$ cat config.mk
export PLATFORM = sky130hd
export DESIGN_NAME = apb_master_flat
export DESIGN_NICKNAME = d
export VERILOG_FILES = /design/src/rtl/apb_pkg.sv /design/src/rtl/apb_if.sv /design/src/rtl/apb_wait_timer.sv /design/src/rtl/apb_master.sv /design/src/flat_wrapper.sv
export SDC_FILE = /design/constraint.sdc
export NUM_CORES = 1
export LEC_CHECK = 0
export CAP_MARGIN = 20
export CORE_MARGIN = 10
export CORE_UTILIZATION = 35
export DETAILED_ROUTE_END_ITERATION = 7
export PLACE_DENSITY = 0.66
export RECOVER_POWER = 50
export REMOVE_ABC_BUFFERS = 1
export SYNTH_ARGS = -nofsm -noshare
export SYNTH_HDL_FRONTEND = slang
export SYNTH_SLANG_ARGS = --single-unit
$ cat constraint.sdc
create_clock -name pclk -period 1.85 [get_ports pclk]
set_input_delay 0.37 -clock pclk [delete_from_list [all_inputs] [get_ports pclk]]
set_output_delay 0.37 -clock pclk [all_outputs]
set_load 0.02 [all_outputs]
$ cat src/rtl/apb_pkg.sv
// -----------------------------------------------------------------------------
// apb_pkg
// Shared definitions for the APB master slice. It holds the bus widths, the
// wait-counter width, the default timeout and the master FSM state encoding.
// -----------------------------------------------------------------------------
package apb_pkg;

  localparam int ADDR_W          = 8;
  localparam int DATA_W          = 8;
  // The wait counter must be able to hold the largest legal TIMEOUT (255).
  localparam int CNT_W           = 8;
  localparam int TIMEOUT_DEFAULT = 16;

  typedef enum logic [1:0] {
    ST_IDLE   = 2'd0,
    ST_SETUP  = 2'd1,
    ST_ACCESS = 2'd2
  } state_t;

endpackage

$ cat src/rtl/apb_if.sv
// -----------------------------------------------------------------------------
// apb_if
// Bundles the upstream command/response signals and the APB bus signals of
// one master.
//   master modport : driven by apb_master
//   slave  modport : the command source and the APB slave (the environment)
//
// Handshake rules:
//   - A command transfers on a rising edge where cmd_valid && cmd_ready. The
//     command fields must be stable while cmd_valid is high.
//   - rsp_valid is a single-cycle pulse with no backpressure. rsp_err = 1
//     marks a timeout abort. rsp_rdata is the read data, and it is 0 for
//     writes and aborts.
//   - APB: psel without pen is SETUP, psel with pen is ACCESS. pready is
//     sampled only in ACCESS.
// -----------------------------------------------------------------------------
interface apb_if;
  import apb_pkg::*;

  logic              cmd_valid;
  logic              cmd_ready;
  logic              cmd_write;
  logic [ADDR_W-1:0] cmd_addr;
  logic [DATA_W-1:0] cmd_wdata;
  logic              rsp_valid;
  logic [DATA_W-1:0] rsp_rdata;
  logic              rsp_err;
  logic              psel;
  logic              pen;
  logic              pwrite;
  logic [ADDR_W-1:0] paddr;
  logic [DATA_W-1:0] pwdata;
  logic              pready;
  logic [DATA_W-1:0] prdata;

  modport master (
    input  cmd_valid, cmd_write, cmd_addr, cmd_wdata, pready, prdata,
    output cmd_ready, rsp_valid, rsp_rdata, rsp_err,
           psel, pen, pwrite, paddr, pwdata
  );

  modport slave (
    output cmd_valid, cmd_write, cmd_addr, cmd_wdata, pready, prdata,
    input  cmd_ready, rsp_valid, rsp_rdata, rsp_err,
           psel, pen, pwrite, paddr, pwdata
  );

endinterface

$ cat src/rtl/apb_wait_timer.sv
// -----------------------------------------------------------------------------
// apb_wait_timer
// Saturating counter of ACCESS cycles spent waiting for pready.
//   pclk, prst : clock, asynchronous active-high reset
//   i_clear    : zero the count (has priority over i_enable)
//   i_enable   : count this cycle
//   o_expired  : the current waited cycle is the one that brings the count
//                to TIMEOUT
// -----------------------------------------------------------------------------
module apb_wait_timer
  import apb_pkg::*;
#(
  parameter int TIMEOUT = TIMEOUT_DEFAULT
) (
  input  logic pclk,
  input  logic prst,
  input  logic i_clear,
  input  logic i_enable,
  output logic o_expired
);

  logic [CNT_W-1:0] r_count;

  always_ff @(posedge pclk or posedge prst) begin
    if (prst) begin
      r_count <= '0;
    end else if (i_clear) begin
      r_count <= '0;
    end else if (i_enable && (r_count != {CNT_W{1'b1}})) begin
      r_count <= r_count + 1'b1;
    end
  end

  // The count already holds TIMEOUT-1 waited cycles. One more cycle without
  // pready therefore reaches TIMEOUT, and the transfer aborts on that edge.
  assign o_expired = (r_count >= CNT_W'(TIMEOUT - 1));

endmodule

$ cat src/rtl/apb_master.sv
// -----------------------------------------------------------------------------
// apb_master
// Single-outstanding APB master. It accepts one command, runs SETUP then
// ACCESS until pready or timeout, and then emits a one-cycle response.
// All outputs are registered.
//   pclk, prst  : clock, asynchronous active-high reset
//   bus         : apb_if.master (command, response, APB signals)
//   o_dbg_state : current FSM state
// -----------------------------------------------------------------------------
module apb_master
  import apb_pkg::*;
#(
  parameter int TIMEOUT = TIMEOUT_DEFAULT
) (
  input  logic   pclk,
  input  logic   prst,
  apb_if.master  bus,
  output state_t o_dbg_state
);

  state_t            r_state, w_state;
  logic              r_cmd_ready, w_cmd_ready;
  logic              r_psel, w_psel;
  logic              r_pen, w_pen;
  logic              r_pwrite, w_pwrite;
  logic [ADDR_W-1:0] r_paddr, w_paddr;
  logic [DATA_W-1:0] r_pwdata, w_pwdata;
  logic              r_rsp_valid, w_rsp_valid;
  logic              r_rsp_err, w_rsp_err;
  logic [DATA_W-1:0] r_rsp_rdata, w_rsp_rdata;
  logic              w_accept;
  logic              w_timer_clear;
  logic              w_timer_en;
  logic              w_expired;

  assign w_accept = bus.cmd_valid && r_cmd_ready;

  apb_wait_timer #(.TIMEOUT(TIMEOUT)) u_wait_timer (
    .pclk      (pclk),
    .prst      (prst),
    .i_clear   (w_timer_clear),
    .i_enable  (w_timer_en),
    .o_expired (w_expired)
  );

  always_ff @(posedge pclk or posedge prst) begin
    if (prst) begin
      r_state     <= ST_IDLE;
      r_cmd_ready <= 1'b0;
      r_psel      <= 1'b0;
      r_pen       <= 1'b0;
      r_pwrite    <= 1'b0;
      r_paddr     <= '0;
      r_pwdata    <= '0;
      r_rsp_valid <= 1'b0;
      r_rsp_err   <= 1'b0;
      r_rsp_rdata <= '0;
    end else begin
      r_state     <= w_state;
      r_cmd_ready <= w_cmd_ready;
      r_psel      <= w_psel;
      r_pen       <= w_pen;
      r_pwrite    <= w_pwrite;
      r_paddr     <= w_paddr;
      r_pwdata    <= w_pwdata;
      r_rsp_valid <= w_rsp_valid;
      r_rsp_err   <= w_rsp_err;
      r_rsp_rdata <= w_rsp_rdata;
    end
  end

  always_comb begin
    w_state       = r_state;
    w_psel        = r_psel;
    w_pen         = r_pen;
    w_pwrite      = r_pwrite;
    w_paddr       = r_paddr;
    w_pwdata      = r_pwdata;
    w_rsp_valid   = 1'b0;
    w_rsp_err     = 1'b0;
    w_rsp_rdata   = '0;
    w_timer_clear = 1'b0;
    w_timer_en    = 1'b0;

    case (r_state)
      ST_IDLE: begin
        if (w_accept) begin
          w_state  = ST_SETUP;
          w_psel   = 1'b1;
          w_pen    = 1'b0;
          w_pwrite = bus.cmd_write;
          w_paddr  = bus.cmd_addr;
          // Reads drive a clean zero on pwdata instead of stale upstream data.
          w_pwdata = bus.cmd_write ? bus.cmd_wdata : '0;
        end
      end
      ST_SETUP: begin
        w_state       = ST_ACCESS;
        w_pen         = 1'b1;
        w_timer_clear = 1'b1;
      end
      ST_ACCESS: begin
        w_timer_en = !bus.pready;
        // A completion wins over a timeout that expires on the same cycle.
        if (bus.pready) begin
          w_state     = ST_IDLE;
          w_psel      = 1'b0;
          w_pen       = 1'b0;
          w_rsp_valid = 1'b1;
          w_rsp_rdata = r_pwrite ? '0 : bus.prdata;
        end else if (w_expired) begin
          w_state     = ST_IDLE;
          w_psel      = 1'b0;
          w_pen       = 1'b0;
          w_rsp_valid = 1'b1;
          w_rsp_err   = 1'b1;
        end
      end
      default: begin
        w_state = ST_IDLE;
        w_psel  = 1'b0;
        w_pen   = 1'b0;
      end
    endcase
  end

  // The master is ready exactly when it is, or is about to be, in IDLE. This
  // lets a new command be accepted on the same cycle as the response pulse.
  assign w_cmd_ready = (w_state == ST_IDLE);

  assign bus.cmd_ready = r_cmd_ready;
  assign bus.psel      = r_psel;
  assign bus.pen       = r_pen;
  assign bus.pwrite    = r_pwrite;
  assign bus.paddr     = r_paddr;
  assign bus.pwdata    = r_pwdata;
  assign bus.rsp_valid = r_rsp_valid;
  assign bus.rsp_err   = r_rsp_err;
  assign bus.rsp_rdata = r_rsp_rdata;
  assign o_dbg_state   = r_state;

endmodule

$ cat src/flat_wrapper.sv
// flat-port wrapper written by rule: the top's interface ports become plain ports
module apb_master_flat import apb_pkg::*;
#(
  parameter int TIMEOUT = TIMEOUT_DEFAULT
)
  (pclk, prst, o_dbg_state, bus_cmd_valid, bus_cmd_write, bus_cmd_addr, bus_cmd_wdata, bus_pready, bus_prdata, bus_cmd_ready, bus_rsp_valid, bus_rsp_rdata, bus_rsp_err, bus_psel, bus_pen, bus_pwrite, bus_paddr, bus_pwdata);
  apb_if bus_i ();
  input  logic pclk;
  input  logic prst;
  output state_t o_dbg_state;
  input wire logic [$bits(bus_i.cmd_valid)-1:0] bus_cmd_valid;
  input wire logic [$bits(bus_i.cmd_write)-1:0] bus_cmd_write;
  input wire logic [$bits(bus_i.cmd_addr)-1:0] bus_cmd_addr;
  input wire logic [$bits(bus_i.cmd_wdata)-1:0] bus_cmd_wdata;
  input wire logic [$bits(bus_i.pready)-1:0] bus_pready;
  input wire logic [$bits(bus_i.prdata)-1:0] bus_prdata;
  output wire logic [$bits(bus_i.cmd_ready)-1:0] bus_cmd_ready;
  output wire logic [$bits(bus_i.rsp_valid)-1:0] bus_rsp_valid;
  output wire logic [$bits(bus_i.rsp_rdata)-1:0] bus_rsp_rdata;
  output wire logic [$bits(bus_i.rsp_err)-1:0] bus_rsp_err;
  output wire logic [$bits(bus_i.psel)-1:0] bus_psel;
  output wire logic [$bits(bus_i.pen)-1:0] bus_pen;
  output wire logic [$bits(bus_i.pwrite)-1:0] bus_pwrite;
  output wire logic [$bits(bus_i.paddr)-1:0] bus_paddr;
  output wire logic [$bits(bus_i.pwdata)-1:0] bus_pwdata;
  assign bus_i.cmd_valid = bus_cmd_valid;
  assign bus_i.cmd_write = bus_cmd_write;
  assign bus_i.cmd_addr = bus_cmd_addr;
  assign bus_i.cmd_wdata = bus_cmd_wdata;
  assign bus_i.pready = bus_pready;
  assign bus_i.prdata = bus_prdata;
  assign bus_cmd_ready = bus_i.cmd_ready;
  assign bus_rsp_valid = bus_i.rsp_valid;
  assign bus_rsp_rdata = bus_i.rsp_rdata;
  assign bus_rsp_err = bus_i.rsp_err;
  assign bus_psel = bus_i.psel;
  assign bus_pen = bus_i.pen;
  assign bus_pwrite = bus_i.pwrite;
  assign bus_paddr = bus_i.paddr;
  assign bus_pwdata = bus_i.pwdata;
  apb_master #(.TIMEOUT(TIMEOUT)) u_core (.pclk(pclk), .prst(prst), .bus(bus_i), .o_dbg_state(o_dbg_state));
endmodule
# Yosys cells after proc, flatten, opt, wreduce, memory -nomap -nowiden
# Index checks and enable logic that the tools add are counted.
# totals
regBits	40
wordCells	51
in_bits	29
output_inout_bits	32
# classes
n_lt_le_gt_ge	1
bitwise_logic	1
eq_ne	5
n_addsub	1
n_reduce_logical	9
n_mux	23
# ops
cell	count
2-to-1 mux 8 bit	6
2-to-1 mux 1 bit	11
adder 8 x 1 -> 8 bit, second input constant	1
>= comparator 8 x 4 -> 1 bit, second input constant	1
!= test 8 bit, second input constant	1
2-to-1 mux 2 bit	3
one-hot mux 1 bit (3 select lines)	2
one-hot mux 2 bit (3 select lines)	1
zero test 2 bit	2
AND reduction 2 bit	2
!= test 3 bit, second input constant	1
AND reduction 3 bit	1
== test 2 x 1 -> 1 bit, second input constant	1
== test 2 bit, second input constant	1
logical AND 1 bit	2
!= test 2 x 1 -> 1 bit, second input constant	1
nonzero test 2 bit	1
zero test 1 bit	1
NOT 1 bit	1

# Depth between registers and ports, before layout
# logic_depth
ltp_word	5
ltp_mapped	7
ltp_nobuf	5

# Hierarchy
# Synthesis repeated with hierarchy kept, for this count alone.
# unflattened
cells_unflattened	143
hier_area_um2	1737.9
# by_module_without_submodules
mod	cells_per_inst	n_inst	area_per_inst_um2	seq_area_each_um2
apb_master	93	1	1277.5	800.8
apb_wait_timer	50	1	460.4	200.2

# Least setup slack after synthesis
# Ideal clock, no wire load.
# synth_timing
path_kind	register to register
start	register u_core.r_state[0], in the netlist u_core.o_dbg_state[0]
end	register u_core.u_wait_timer.r_count[5]
slack_ps	309
arrival_time_ps	1464
required_time_ps	1773
path_stages_with_launch	5
synth_period_minus_slack_ps	1541
setup_ps	77
path_buffers	0
cell_sequence	dfrtp_1 -> nand2b_4 -> or2_4 -> or4_1 -> a21oi_1
# synth_via
elab_chain_cells	4
word_cells_on_any_way	7
# synth_lines
element	line	rtl
start: declaration	apb_master.sv:21	state_t r_state, w_state;
start signal: assignment	apb_master.sv:59	r_state <= w_state;
== test 2 bit	apb_master.sv:85	case (r_state)
2-to-1 mux 1 bit	apb_master.sv:85	
logical AND 1 bit	apb_wait_timer.sv:29	end else if (i_enable && (r_count != {CNT_W{1'b1}})) begin
nonzero test 2 bit (no line)	--	
end signal: assignment	apb_wait_timer.sv:30	r_count <= r_count + 1'b1;
end: declaration	apb_wait_timer.sv:22	logic [CNT_W-1:0] r_count;
# Several ways; a longest one is shown, not always the timed one.
# A chain may end at the register's enable or synchronous reset.

# Final worst setup path
# layout_timing
start	register u_core.r_pwrite, in the netlist u_core.bus.pwrite
end	output port bus_pwrite
# layout_lines
element	line	rtl
start: declaration	apb_master.sv:25	logic r_pwrite, w_pwrite;
start signal: assignment	apb_master.sv:63	r_pwrite <= w_pwrite;
end: declaration	flat_wrapper.sv:23	output wire logic [$bits(bus_i.pwrite)-1:0] bus_pwrite;
# No word-level cell between the ends.

==> implementation parameters <==
Parameter                              Value

Synthesis
  Total of flip-flops plus latches after synthesis    40
  Largest cells by area after synthesis    dfrtp_1, nand2_1, nand3_1, and2_1, o21ai_0
  Distinct cell type count of the synthesized netlist    35
  Count of flip-flops with a built-in enable after synthesis    0
  Cell types with the highest counts after synthesis    nand2_1, dfrtp_1, nand3_1
  Proportion of netlist area held by the largest area contributor    60.8%
  Top FF cell, synth    dfrtp_1
  Cell type with the largest total area after synthesis    dfrtp_1
  Post-Syn Area per Cell    9.98 µm²
  Cell Area, Synth    0.00165 mm²
  Synthesis Warnings    0
  Most repeated cell in the gate-level netlist after synthesis    nand2_1
  Post-synthesis async set-or-reset flop share    100%
  Seq/Total Area, Yosys    60.8%
  Cell count after synthesis    165

STA
  Minimum clock period after layout    1.69 ns
  Pin slew with the least headroom to its limit    0.977 ns
  Setup violators final    0
  Final worst path period share    91.1%
  Count of final hold-check violations    0
  Count of pins over their slew limit    0
  Peak Freq    593 MHz
  Rel. slew slack    34.8%
  Worst Skew    0.00501 ns
  Setup repair after global routing missed its margin    false
  Worst hold slack    0.466 ns

Worst setup path
  Crit Path Class    reg -> out
  Type of element capturing the critical path    output pin
  Setup slack of the worst register-to-register path    0.26 ns
  Slowest cell on the critical path    clkdlybuf4s50_1
  Required time at the worst-slack endpoint    1.48 ns
  Startpoint types    flop
  Source of the worst register-to-register timing path    u_core.u_wait_timer.r_count[0]
  Top delay family on crit path    buffers and inverters
  Arrival time of the worst setup path    1.32 ns
  Max FO, Critical Path    3
  Depth of the worst register-to-register path    5
  WP buf/inv    1
  Critical path cell sequence    clkdlybuf4s50_1
  Reg-to-Reg End    u_core.u_wait_timer.r_count[5]
  Critical Path Max Stage Delay    0.63 ns

Pwr
  Proportion of total power due to net switching    35.7%
  Leakage    1.12 nW
  Internal power consumption    2.19 mW
  Share of total power in the clock network    20.2%
  Combinational share of power    40.7%
  Net load switching power    1.21 mW
  Pwr dens    1400 mW/mm²
  Max VDD drop    0.565 mV
  Part of the power in registers    39.1%

Finish
  Number of antenna diodes    0
  Utilization after layout    54.5%
  Area delta synth->final    47.0%
  Number of fill cells    417
  Ratio of cells with drive above 1 in the final layout    7.30%
  Final layout net count    262
  Post-Layout Cell Count    285

CTS
  Maximum buffer depth of the clock tree    2
  Number of levels in the clock H-tree    2
  Total clock buffers created by CTS    5
  Cell chosen for the clock root    clkbuf_8
  Post-cts gate resize count    2
  CTS tree    done
  CTS clk-pin slew, worst paths    0.07 ns
  Number of sinks driven by the clock tree    40
  Clock latency on the worst-skew pair    0.29 ns
  Number of buffers inserted to repair setup after CTS    0
  Number of buffers added to fix hold violations after cts    0

Place
  Gp weighted congestion    0.866
  Total half-perimeter wirelength after legalization and detailed placement    3000 µm
  I/O Buffers    60
  Instance count after placement with tap cells included    277

Global route
  Overall fraction of global-route tracks in use    10.5%
  Overflow left after global routing    0
  Wire length of the first global-routing pass    6390 µm
  Pin count of the biggest net entering global routing    41
  Antenna violations before repair    0
  Number of global-route vias before repair    1324

Die
  Ports placed on the boundary    61
  Placeable core region    0.00444 mm²
  Std-Cell Rows    24
  Initial core utilization    37.0%
  Width of the die    88.6 µm
  Chip Height    88.6 µm
  Die Outline Area    0.00785 mm²

Hold path
  Classification of the worst-slack hold path    reg -> reg
  Start point of the worst min-delay path    u_core.bus.pwdata[0]
  WHS Endpoint    u_core.bus.pwdata[0]
  Hold depth    2

Drt
  Router iterations before antenna repair    4
  Detailed router's first-iteration violation count    40
  Aggregate routed wire length    4030 µm
  Final ANT Viol Nets    0
  Routed wirelength normalized by instance count    14.1 µm
  Vias after detailed routing    1318
  Remaining routing DRC violations    0
  Via-to-Cell Ratio    4.62

Flow run
  Maximum capacitance violations    0

Outcome
  Status    completed
==> through the flow <==
step | setup TNS, ns | instance area, µm² | total power [mW] | setup slack (ns)
2_1_floorplan | 0 | 1630 | 2.03 | 0.260
3_3_place_gp | -0.0131 | 2330 | 2.77 | -0.0131
3_5_place_dp | -0.113 | 2330 | 2.79 | -0.112
4_1_cts | 0 | 2440 | 3.47 | 0.133
5_1_grt | 0 | 2420 | 3.63 | 0.0971
6_report | 0 | 2420 | 3.40 | 0.164
==> cell type report <==
type                    instances  area (µm²)  area share (%)
flip-flops and latches         40        1000            41.3
well taps                      52        65.1            2.69
repair buffers                 64         622            25.7
multi-input cells             117         611            25.2
clock inverters                 2        35.0            1.45
clock buffers                   6        72.6            3.00
inverters                       4        15.0           0.620
==> worst max path at each step <==
stage                          start                              to  slack [ns]  depth (start not counted)
2_1_floorplan  u_core.o_dbg_state[1]            u_core.bus.pwdata[0]        0.26                          4
3_3_place_gp              bus_pready  u_core.u_wait_timer.r_count[5]       -0.01                          5
3_5_place_dp              bus_pready  u_core.u_wait_timer.r_count[5]       -0.11                          5
4_1_cts            u_core.bus.pwrite                      bus_pwrite        0.13                          1
5_1_grt            u_core.bus.pwrite                      bus_pwrite         0.1                          1
6_report           u_core.bus.pwrite                      bus_pwrite        0.16                          1
==> layer usage <==
metal	global-route usage, %	wire length, µm
met4	4.99	60
met3	4.78	376
met2	16.0	1870
met5	0	0
met1	12.4	1720
==> power groups by stage <==
stage | registers (mW) | clock network (mW) | logic, mW
3_3_place_gp | 1.35 | 0 | 1.42
6_report | 1.33 | 0.686 | 1.38
5_1_grt | 1.37 | 0.744 | 1.51
2_1_floorplan | 1.64 | 0 | 0.399
4_1_cts | 1.34 | 0.708 | 1.42
3_5_place_dp | 1.35 | 0 | 1.43
==> worst min-delay path, stage by stage, from the launching register on <==
cell and delay (ns):
dfrtp_1 0.35, nand2_1 0.05, nand2_1 0.04
==> registers in the layout (all words and copies together), names as in the netlist <==
register,count
u_core.bus.rsp_rdata,8
u_core.bus.psel,1
u_core.bus.paddr,8
u_core.bus.pwdata,8
u_core.u_wait_timer.r_count,8
u_core.bus.rsp_valid,1
u_core.bus.pwrite,1
u_core.bus.pen,1
u_core.bus.rsp_err,1
u_core.bus.cmd_ready,1
u_core.o_dbg_state,2
==> layout by cell type (no fill, tap or decap), drive strengths merged, types with 2 or more instances in the layout <==
cell type / netlist / layout
buf: 3 / 2
and4: 2 / 2
nor3b: 2 / 2
and2: 8 / 8
nand3: 14 / 14
dfrtp: 40 / 40
o21ai: 6 / 6
nor3: 5 / 5
a21oi: 4 / 4
clkinv: 0 / 2
o31ai: 2 / 2
dlygate4sd2: 0 / 2
clkdlybuf4s50: 0 / 57
or4: 2 / 2
nand2b: 3 / 3
or2: 2 / 2
clkbuf: 1 / 8
nor2: 7 / 7
nand2: 49 / 49
inv: 4 / 3
==> kinds of logic after synthesis <==
| logic type | share of synthesized area [%] |
|---|---|
| flip-flops | 60.8 |
| AO/OA/AOI/OAI | 4.94 |
| AND/OR/NAND/NOR | 30.8 |
| multiplexers | 0.608 |
| adder cells (fa/ha/maj) | 0.760 |
| buffers and inverters | 2.13 |
Power figures use the tool's default switching activity.
